## src/rtl/lim_inc_pkg.sv

```systemverilog
// lim_inc_pkg: shared constants and helpers for the modulo-L digit incrementor.
//   LIM_INC_N / LIM_INC_L : default digit width and limit (decimal digit).
//   lim_wrap()            : wrap condition (a out of range, or a+ci reaches L),
//                           reusable by digit-chain blocks.
package lim_inc_pkg;

  localparam int LIM_INC_N = 4;
  localparam int LIM_INC_L = 10;

  // Operands are widened to 33 bits so a+ci cannot overflow for any N <= 31.
  function automatic logic lim_wrap(input logic [31:0] a, input logic ci,
                                    input logic [31:0] l);
    logic [32:0] aw, t, lw;
    aw = {1'b0, a};
    lw = {1'b0, l};
    t  = aw + {32'd0, ci};
    return (aw >= lw) || (t >= lw);
  endfunction

endpackage

```

## src/rtl/lim_inc_core.sv

```systemverilog
// lim_inc_core: combinational modulo-L increment of one digit.
//   a   [N-1:0] in  : input digit
//   ci          in  : carry-in
//   sum [N-1:0] out : (a+ci) wrapped to 0 at L, or 0 if a is out of range
//   co          out : wrap / carry-out
module lim_inc_core
  import lim_inc_pkg::*;
#(
  parameter int N = LIM_INC_N,
  parameter int L = LIM_INC_L
) (
  input  logic [N-1:0] a,
  input  logic         ci,
  output logic [N-1:0] sum,
  output logic         co
);

  logic [N:0] t;

  // N+1 bits so a = 2^N-1, ci = 1 does not alias back to 0.
  assign t   = {1'b0, a} + {{N{1'b0}}, ci};
  assign co  = lim_wrap(32'(a), ci, 32'(L));
  assign sum = co ? '0 : t[N-1:0];

endmodule

```

## src/rtl/lim_inc.sv

```systemverilog
// lim_inc: limited (modulo-L) incrementor with registered copy and sticky
// range-error flag.
//   clk           in  : rising-edge clock
//   rst_n         in  : synchronous active-low reset (registered outputs only)
//   a     [N-1:0] in  : input digit
//   ci            in  : carry-in
//   sum   [N-1:0] out : combinational result
//   co            out : combinational carry-out
//   sum_q [N-1:0] out : sum registered
//   co_q          out : co registered
//   err           out : sticky, set once an out-of-range a is sampled
// Build option: define LIM_INC_ERR_EN to implement err; otherwise err is 0
// and has no flop.
module lim_inc
  import lim_inc_pkg::*;
#(
  parameter int N = LIM_INC_N,
  parameter int L = LIM_INC_L
) (
  input  logic         clk,
  input  logic         rst_n,
  input  logic [N-1:0] a,
  input  logic         ci,
  output logic [N-1:0] sum,
  output logic         co,
  output logic [N-1:0] sum_q,
  output logic         co_q,
  output logic         err
);

  generate
    if (N < 1 || N > 31) begin : g_bad_n
      $error("lim_inc: N must be in 1..31");
    end
    if (L < 2 || L > (1 << N)) begin : g_bad_l
      $error("lim_inc: L must satisfy 2 <= L <= 2^N");
    end
  endgenerate

  lim_inc_core #(.N(N), .L(L)) u_core (
    .a   (a),
    .ci  (ci),
    .sum (sum),
    .co  (co)
  );

  always_ff @(posedge clk) begin
    if (!rst_n) begin
      sum_q <= '0;
      co_q  <= 1'b0;
    end else begin
      sum_q <= sum;
      co_q  <= co;
    end
  end

`ifdef LIM_INC_ERR_EN
  logic oor;
  assign oor = ({1'b0, a} >= (N+1)'(L));

  always_ff @(posedge clk) begin
    if (!rst_n) err <= 1'b0;
    else        err <= err | oor;
  end
`else
  assign err = 1'b0;
`endif

endmodule

```

## config.mk

```make
export PLATFORM = sky130hd
export DESIGN_NAME = lim_inc
export DESIGN_NICKNAME = d
export VERILOG_FILES = /design/src/rtl/lim_inc_pkg.sv /design/src/rtl/lim_inc_core.sv /design/src/rtl/lim_inc.sv
export SDC_FILE = /design/constraint.sdc
export NUM_CORES = 1
export LEC_CHECK = 0
export ABC_AREA = 0
export BUFFER_PORTS_ARGS = -buffer_cell sky130_fd_sc_hd__buf_2
export CORE_AREA = 5 5 42 44
export CTS_BUF_LIST = sky130_fd_sc_hd__clkbuf_8
export DETAILED_ROUTE_END_ITERATION = 10
export DIE_AREA = 0 0 47 49
export SYNTH_ARGS = -nofsm -noshare
export SYNTH_HDL_FRONTEND = slang
export SYNTH_SLANG_ARGS = --single-unit
export TNS_END_PERCENT = 100
```

## constraint.sdc

```tcl
create_clock -name clk -period 1.6 [get_ports clk]
set_clock_uncertainty 0.05 [all_clocks]
set_input_delay 0.16 -clock clk [delete_from_list [all_inputs] [get_ports clk]]
set_output_delay 0.16 -clock clk [all_outputs]
set_load 0.02 [all_outputs]
```

* Word level (Yosys, flattened, before mapping)
Cells that the tools add are included.
Operators by class: add/subtract/negate cells 2, order comparisons 2, multiplexer cells 1, reduce and logical (&&, ||, !) cells 1
Operators with widths (count):
- $ge A33 B4 Y1 const B | 1
- $add A4 B1 Y5 | 1
- $add A4 B1 Y4 | 1
- $ge A4 B4 Y1 const B | 1
- $mux W4 | 1
- $logic_or A1 B1 Y1 | 1
Word-level totals: register bits after elaboration 5, bits of input ports 7, output and inout port bits 11, logic and storage cells 8

* Depth between registers and ports, before layout
Gate-level depths: netlist of run 1.
depth after elaboration 4, mapped depth 5, depth with buffers taken out 5

* By module
From an unflattened synthesis of run 1, not the netlist that was laid out.
Second synthesis, totals: cell total of the unflattened synthesis 26, area, all modules 246.5 um^2
By module, submodules not included:
- lim_inc | times used 1, cells an instance 12, area each 142.6 um^2, seq. area each 100.1 um^2
- lim_inc_core | times used 1, cells an instance 14, area each 103.8 um^2, seq. area each 0.0 um^2

* Worst setup path before layout of run 1
Ideal clock, no wire load.
path kind input to output, start point in a[0], end point out sum[0], arrival time 1509 ps, required time 1390 ps, slack -119 ps, cell stages on the path 5, buffers on the path 0, cells stage by stage ha_1 -> ha_1 -> nor3b_1 -> a211oi_4 -> nor2b_1
On the way: cells in the longest elaborated chain, start to end 4, elaborated cells between the ends (all ways) 6, classes of those cells add/sub: 2; order compare: 2; mux: 1; reduce/logical: 1
Ends and longest elaborated chain:
- from (decl) | RTL line lim_inc.sv:22 | input logic [N-1:0] a,
- $add A4 B1 Y5 | RTL line lim_inc_pkg.sv:16 | t = aw + {32'd0, ci};
- $ge A33 B4 Y1 | RTL line lim_inc_pkg.sv:17 | return (aw >= lw) || (t >= lw);
- $logic_or A1 B1 Y1 (*) | RTL line lim_inc_pkg.sv:17
- via co | RTL line lim_inc.sv:25 | output logic co,
- $mux W4 (*) | RTL line lim_inc_core.sv:23 | assign sum = co ? '0 : t[N-1:0];
- to (decl) | RTL line lim_inc.sv:24 | output logic [N-1:0] sum,
Mark *: on every way through the listed nets, which the timed path passes. The rest lies on a longest branch.

* Worst setup path in the final report of run 1
start point in ci, end point out sum[2]
On the way: cells in the longest elaborated chain, start to end 4, elaborated cells between the ends (all ways) 5, classes of those cells add/sub: 2; order compare: 1; mux: 1; reduce/logical: 1
Ends and longest elaborated chain:
- from (decl) | RTL line lim_inc.sv:23 | input logic ci,
- $add A4 B1 Y5 | RTL line lim_inc_pkg.sv:16
- $ge A33 B4 Y1 | RTL line lim_inc_pkg.sv:17
- $logic_or A1 B1 Y1 | RTL line lim_inc_pkg.sv:17
- $mux W4 (*) | RTL line lim_inc_core.sv:23
Every way passes the cells marked *; elsewhere a longest branch is shown, timed or not.

==> results by group, run 1 <==
Status
  • Status: complete, no violations

Yosys
  • Async SR Flop Fraction: 0%
  • EDFF count, synth: 0
  • Yosys reg bits: 5
  • Main synth FF type: dfxtp_1
  • Yosys warning total: 0
  • Syn_area_per_cell: 9.429 µm²
  • Commonest cells in the synthesized netlist: 5 x dfxtp_1, 4 x nor2_1, 3 x nor3b_1
  • Count leader, synth: dfxtp_1
  • Yosys cell types: 16
  • Top cell type's share of synthesized area: approximately 38%
  • Post-Syn Nets: 37
  • Area contributors post-synth: dfxtp_1 38%, ha_1 9.5%, nor3b_1 8.5%
  • Synthesized instance count: 28
  • Synthesized area: around 260 µm²
  • Dominant cell type by area after synthesis: dfxtp_1
  • Sequential fraction of the synthesis area: around 38%

Detailed routing
  • DR DRC count: 0
  • DR pass1 iterations: 2
  • Antenna-violating nets left: 0
  • Wire per inst: between 10 and 15 µm
  • Routed wire length: approximately 710 µm
  • Vias/cell: 4.059
  • Via Count: 276
  • Detailed Route Iter0 Violations: 2

Floorplanning
  • DIE WIDTH: ~47 µm
  • Rows: 14
  • Die area: 0.002303 mm²
  • IO Count: 18
  • Core Area: 0.001401 mm²
  • Starting Density: about a fifth
  • Die height: ~50 µm

Clock tree
  • TritonCTS clock tree: yes
  • CTS H-tree lvls: 1
  • Cts hold-fix bufs: 0
  • CTS Root Cell: clkbuf_8
  • Clock sink total: 5
  • Total CTS buffers: 3
  • Clock buffer depth: 2
  • Reg clk slew, reported paths: 30 ps

Pwr
  • PwrDens: about 950 mW/mm²
  • Internal Power: between 0.3 and 0.4 mW
  • Reg power frac: between 20% and 30%
  • Switching pwr: about 0.15 mW
  • LEAKAGE: approximately 0.26 nW
  • Combinational share of power: around a third
  • Tot Pwr: approximately 0.54 mW
  • Clk pwr share: 41.7%
  • Net Sw Frac: around 28%
  • Worst vdd ir: ~240 µV

Worst hold path
  • Hold endpoint: sum_q[0]
  • Hold Path Class: in -> reg
  • Worst Hold Launch: rst_n
  • Hold path depth: 3

Worst setup path
  • Worst EP required: roughly 1400 ps
  • Worst Path Max Fanout: 6
  • Crit path DAT: ~1400 ps
  • Critical Path Start Type: input pin
  • WS Path Type: in -> out
  • Worst Setup End Kind: primary output

Global route
  • GRT Overall Usage: approximately 7.6%
  • Initial antenna violation count: 0
  • First-pass GRT wire length: roughly 1200 µm
  • Vias in the first global route: 311
  • Grt ovf: 0
  • Largest net degree at the start of global routing: 7

STA
  • Max Transition Viols Final: 0
  • FMAX: 0.6383 GHz
  • Setup-failing EPs final: 0
  • Final period utilization: between 90% and 100%
  • Tmin final: 1567 ps
  • Hold slack: about 150 ps
  • Final hold viol count: 0
  • RSZ-0062 raised after global routing: false

Finish
  • Share of cells above drive strength 1: a little under two thirds
  • Multi-input logic area: roughly 230 µm²
  • Sequential standard cell area: 100.1 µm²
  • Net count, final: 62
  • Filler Cell Count: 160
  • Area Growth Syn to Fin: 113.7%
  • Inserted Diodes: 0

Place
  • GP Congestion: slightly above 0.7
  • IO Port Bufs: 16

Job
  • Max-cap viol count: 0
==> cells by family after synthesis <==
kind of cell | synth area share, %
adders and majority gates | 9.477
and+or+nand+nor | 26.06
other | 1.420
buffers and inverters | 4.265
xor gates and xnor gates | 6.636
AOI/OAI and AO/OA | 14.22
DFF | 37.92
==> layer usage <==
metal  part of all wire (%)  track usage (%)  up-vias
met5                      0                0        -
met4                    4.7            8.295        0
met3                    9.5            2.583        4
met2                     49            10.86       13
met1                     36            7.709      120
li1                       -                -      139
==> worst max-delay path: stages <==
cell	delay [ps]
buf_6	100
ha_4	150
ha_4	290
o31ai_4	70
a211oi_4	250
buf_12	170
nor2_4	30
buf_6	130
==> metrics by stage <==
step / cells / utilization [%] / setup slack [ps] / instance area (µm²) / setup TNS [ps]
final: 68 / 40.27 / 33.38 / 564.3 / 0
after global routing: 68 / 40.27 / 0.6478 / 564.3 / 0
after CTS: 68 / 39.82 / 8.140 / 558.0 / 0
after detailed placement: 62 / 31.87 / -126.0 / 446.7 / -489.4
after global placement: 62 / 31.87 / -122.8 / 446.7 / -480.2
after floorplan: 28 / - / -49.53 / 319.1 / -266.1
==> flip-flops by register name, summed over array words and instances, names as in the netlist <==
signal / cells
sum_q: 4
co_q: 1
==> how the worst max path moves through the flow <==
stage	to	startpoint	cells after the start	slack [ps]
after CTS	sum[2]	ci	8	8
final	sum[2]	ci	8	30
after floorplan	sum[0]	a[0]	5	-50
after global placement	sum[1]	a[0]	8	-120
after global routing	sum[2]	ci	8	0.6
after detailed placement	sum[0]	a[0]	8	-130
==> area by class of cell <==
class	instances	area share, %
Multi-Input combinational cell	21	40.35
Tap cell	16	3.548
Inverter	1	0.6652
Clock inverter	1	0.6652
Sequential cell	5	17.74
Clock buffer	3	7.317
Timing Repair Buffer	21	29.71
==> layout by cell type, fill, tap and decap left out, drive strengths merged <==
cell    instances
a211oi          1
a21oi           1
and2            1
buf            21
clkbuf          3
conb            1
dfxtp           5
ha              2
inv             2
nand2           2
nand3           1
nor2            4
nor2b           2
nor3b           3
o31ai           1
xnor2           1
xor2            1
==> power by group through the flow <==
stage	sequential (mW)	combinational, mW	clock [mW]
global route	0.137	0.190	0.246
finish	0.136	0.177	0.224
floorplan	0.149	0.0810	0
CTS	0.136	0.177	0.234
global placement	0.137	0.146	0
detailed placement	0.138	0.146	0
==> timing repair <==
action / 4_1_cts / 5_1_grt
resized for setup: 12 / 1
endpoints found under the setup margin: 5 / 5
pin swaps: 4 / 1
setup buffers: 2 / 0
(Power assumes the default switching activity.)
==> run 2, diff against run 1 <==
Settings changed: GPL_TIMING_DRIVEN from default to 0, PLACE_DENSITY_LB_ADDON from default to 0.12.
Clock period 1.6 ns to 1.9 ns, I/O delays scaled along.
==> results by group, run 2 (synthesized netlist as in run 1, its figures left out) <==
Floorplanning
  • IO Count: 18
  • Rows: 14
  • Core Area: 0.001401 mm²
  • Starting Density: a little under a fifth
  • Die height: around 50 µm
  • DIE WIDTH: ~47 µm
  • Die area: approximately 0.0023 mm²

Finish
  • Sequential standard cell area: between 100 and 150 µm²
  • Filler Cell Count: 162
  • Inserted Diodes: 0
  • Largest reg by FF count: sum_q
  • Post-route design area: 450.4 µm²
  • Final Non-Filler Cells: 66
  • Multi-input logic area: 178.9 µm²
  • Net count, final: 60
  • Most common cell after layout, fill and taps aside: buf_2
  • Max FFs per register: 4
  • Area Growth Syn to Fin: 70.62%
  • Share of cells above drive strength 1: roughly 52%
  • Most frequent cells in the layout: 16 x buf_2, 5 x dfxtp_1, 4 x nor2_1
  • Largest regs: sum_q x4, co_q x1

Place
  • GP Congestion: between 0.5 and 0.6
  • IO Port Bufs: 16
  • HPWL Detailed: about 520 µm
  • Post-DP Area: around 360 µm²
  • Placement Setup Slack: -30.61 ps
  • Inst Count DP: 60

Worst setup path
  • CP peak stage delay: 380 ps
  • Critical path's top delay family: adder cells
  • Crit path DAT: approximately 1600 ps
  • Worst Setup End Kind: primary output
  • Most used cell, CP: buf_2
  • Bufs and invs on worst path: 2
  • Worst Path Max Fanout: 7
  • Critical-path top delay cell: a211oi_4
  • Crit-path cells: buf_2 > ha_1 > ha_4 > o31ai_4 > a211oi_4 > nor2_1 > buf_2
  • Worst EP required: roughly 1700 ps
  • Critical Path Start Type: input pin
  • WS Path Type: in -> out

Clock tree
  • CTS Root Cell: clkbuf_8
  • TritonCTS clock tree: yes
  • Cts hold-fix bufs: 0
  • Clock buffer depth: 2
  • CTS H-tree lvls: 1
  • Reg clk slew, reported paths: 30 ps
  • Clock sink total: 5
  • Total CTS buffers: 3

Detailed routing
  • Via Count: 263
  • DR DRC count: 0
  • Routed wire length: 683 µm
  • Antenna-violating nets left: 0
  • Vias/cell: approximately 4
  • Wire per inst: roughly 10 µm
  • DR pass1 iterations: 2
  • Detailed Route Iter0 Violations: 7

Worst hold path
  • Hold Path Class: in -> reg
  • Hold endpoint: sum_q[0]
  • Hold path depth: 3
  • Worst Hold Launch: rst_n

STA
  • Setup-failing EPs final: 0
  • Final hold viol count: 0
  • Final period utilization: between 90% and 100%
  • Max Transition Viols Final: 0
  • RSZ-0062 raised after global routing: false
  • Tmin final: between 1500 and 2000 ps
  • FMAX: between 0.5 and 0.6 GHz
  • Final worst slack: approximately 92 ps

Global route
  • First-pass GRT wire length: roughly 1000 µm
  • Largest net degree at the start of global routing: 8
  • Initial antenna violation count: 0
  • Grt ovf: 0
  • Vias in the first global route: roughly 250
  • GRT Overall Usage: 6.972%

Pwr
  • PwrDens: 903.0 mW/mm²
  • Worst vdd ir: about 240 µV
  • LEAKAGE: approximately 0.22 nW

Status
  • Status: complete, no violations

Job
  • Max-cap viol count: 0
## run 2: cell types whose count changed in the layout (fill, tap and decap cells not counted), sizes merged
cell	before	now
buf	21	19
## run 2: final cells by class
cell class                      instances  share of cell area, %
Multi-Input combinational cell         21                  39.72
Sequential cell                         5                  22.22
Timing Repair Buffer                   18                  21.11
Clock buffer                            3                  9.167
Tap cell                               16                  4.444
Buffer                                  1                  1.667
Clock inverter                          1                 0.8333
Inverter                                1                 0.8333
## run 2: metrics by stage
step / TNS [ps] / total power [mW] / util (%) / hold WS, ps
final: 0 / 0.4067 / 32.14 / 182.4
after global routing: 0 / 0.4356 / 32.14 / 175.2
after CTS: 0 / 0.4047 / 29.73 / 173.6
after detailed placement: -86.58 / 0.2078 / 25.98 / 406.4
after global placement: 0 / 0.2064 / 25.98 / 408.2
after floorplan: 0 / 0.1755 / - / 260.6
## run 2: power by group
group          switching [mW]  leakage [nW]  total, mW  internal (mW)
clock network          0.0493        0.0269      0.188          0.138
logic                  0.0616         0.151      0.105         0.0434
registers             0.00131        0.0413      0.114          0.113
total                   0.112         0.219      0.407          0.295
## run 2: repair_timing
action / CTS / global route
setup buffers: 1 / 1
endpoints found under the setup margin: 5 / 4
resized for setup: 0 / 4
pin swaps: 1 / 1
## run 2: metal layers
layer / GRT usage (%) / part of all wire (%)
met1: 6.593 / 35
met2: 8.824 / 55
met3: 2.214 / 7.2
met4: 11.06 / 2.9
met5: 0 / 0
## run 2: worst max-delay path by stage
stage	endpoint	start	slack (ps)	depth (start not counted)
finish	sum[2]	a[0]	90	7
global route	sum[1]	a[0]	7	7
CTS	sum[1]	a[0]	10	7
detailed placement	sum[2]	a[0]	-30	7
global placement	sum[3]	a[0]	9	7
floorplan	sum[0]	a[0]	120	5
==> run 3, diff against run 2 <==
Clock period 1.9 ns to 1.75 ns, I/O delays scaled along.
==> results by group, run 3 (synthesized netlist as in run 1, its figures left out) <==
Status
  • Status: complete, no violations

STA
  • RSZ-0062 raised after global routing: false
  • Tmin final: roughly 1700 ps
  • FMAX: approximately 0.6 GHz
  • Setup-failing EPs final: 0
  • Setup TNS: 0 ps
  • Hold slack: ~160 ps
  • Final period utilization: a little over nine tenths
  • Final hold viol count: 0
  • Final worst slack: ~65 ps
  • Max Transition Viols Final: 0

Finish
  • Share of cells above drive strength 1: 54.90%
  • Sequential standard cell area: about 100 µm²
  • Net count, final: slightly above 60
  • Largest regs: sum_q x4, co_q x1
  • Largest reg by FF count: sum_q
  • Most frequent cells in the layout: 14 x buf_2, 6 x buf_4, 5 x dfxtp_1
  • Filler Cell Count: 161
  • Max FFs per register: 4
  • Area Growth Syn to Fin: 76.30%
  • Inserted Diodes: 0
  • Final Non-Filler Cells: 67
  • Most common cell after layout, fill and taps aside: buf_2
  • Multi-input logic area: 181.4 µm²

Clock tree
  • CTS Root Cell: clkbuf_8
  • TritonCTS clock tree: yes
  • Cts hold-fix bufs: 0
  • Clock buffer depth: 2
  • Clock sink total: 5
  • Reg clk slew, reported paths: approximately 30 ps
  • Total CTS buffers: 3
  • CTS H-tree lvls: 1

Pwr
  • Net Sw Frac: a little over a quarter
  • PwrDens: 962.5 mW/mm²
  • Clk pwr share: a little under half
  • Worst vdd ir: around 270 µV
  • Reg power frac: between 20% and 30%
  • Internal Power: 0.3255 mW
  • Combinational share of power: between 20% and 30%
  • LEAKAGE: roughly 0.22 nW
  • Switching pwr: roughly 0.12 mW

Floorplanning
  • Die height: between 40 and 50 µm
  • DIE WIDTH: 47 µm
  • Core Area: about 0.0014 mm²
  • IO Count: 18
  • Die area: roughly 0.0023 mm²
  • Starting Density: 18.84%
  • Rows: 14

Detailed routing
  • Via Count: roughly 270
  • Detailed Route Iter0 Violations: 3
  • Antenna-violating nets left: 0
  • DR pass1 iterations: 2
  • Routed wire length: around 680 µm
  • Wire per inst: 10.12 µm
  • DR DRC count: 0
  • Vias/cell: 3.955

Global route
  • Largest net degree at the start of global routing: 6
  • First-pass GRT wire length: approximately 1100 µm
  • GRT Overall Usage: under 10%
  • Initial antenna violation count: 0
  • Grt ovf: 0
  • Vias in the first global route: roughly 270

Worst setup path
  • Worst Path Max Fanout: 4
  • WS Path Type: in -> out
  • Crit path DAT: 1460 ps
  • Worst Setup End Kind: primary output
  • CP startpoint: a[0]
  • Worst EP required: roughly 1500 ps
  • Critical Path Start Type: input pin

Place
  • Placement Setup Slack: -150.6 ps
  • IO Port Bufs: 16
  • HPWL Detailed: 521.4 µm
  • GP Congestion: 0.5972
  • Inst Count DP: 60

Worst hold path
  • Hold endpoint: sum_q[0]
  • Worst Hold Launch: rst_n
  • Hold path depth: 3
  • Hold Path Class: in -> reg

Job
  • Max-cap viol count: 0
## run 3: cell count changes in the layout (fill, tap and decap cells not counted)
cell / change
buf_2: -2
ha_2: +1
ha_1: -1
buf_4: +3
## run 3: worst max path at each step
stage | slack [ps] | cells past startpoint | endpoint
floorplan | 0.8 | 5 | sum[0]
global placement | -110 | 7 | sum[3]
detailed placement | -150 | 7 | sum[2]
CTS | 30 | 8 | sum[1]
global route | 0.3 | 8 | sum[1]
finish | 60 | 8 | sum[1]
## run 3: metal layers
layer	global-route usage [%]	vias up	part of all wire (%)
li1	-	135	-
met4	11.06	0	2.9
met5	0	-	0
met1	6.813	118	34
met3	2.214	2	7.2
met2	9.955	10	55
## run 3: through the flow
stage,power [mW],utilization [%],instance area (µm²)
after global placement,0.2241,25.98,364.1
after CTS,0.4578,33.21,465.4
after detailed placement,0.2256,25.98,364.1
after floorplan,0.1905,-,264.0
after global routing,0.4798,33.21,465.4
final,0.4480,33.21,465.4
## run 3: critical path, cell delays in order
cell and delay (ps):
buf_2 100, ha_2 200, ha_4 240, nor3b_2 250, a211oi_4 70, buf_4 160, nor2b_1 110, buf_4 150
## run 3: cell type report
cell class,instances,area share [%]
well taps,16,4.301
inverters,1,0.8065
multi-input cells,21,38.98
flip-flops and latches,5,21.51
repair buffers,19,23.12
clock buffers,3,8.871
plain buffers,1,1.613
clock inverters,1,0.8065
## run 3: power groups by stage
stage | Combinational, mW | Clock, mW | Sequential, mW
finish | 0.120 | 0.204 | 0.124
global route | 0.129 | 0.226 | 0.125
CTS | 0.122 | 0.212 | 0.124
detailed placement | 0.0998 | 0 | 0.126
global placement | 0.0986 | 0 | 0.125
floorplan | 0.0540 | 0 | 0.137
## run 3: repair_timing
item,4_1_cts,5_1_grt
gates resized for setup,6,0
setup buffers,3,0
endpoints found under the hold margin,0,0
endpoints found under the setup margin,5,2
pin swaps,1,1
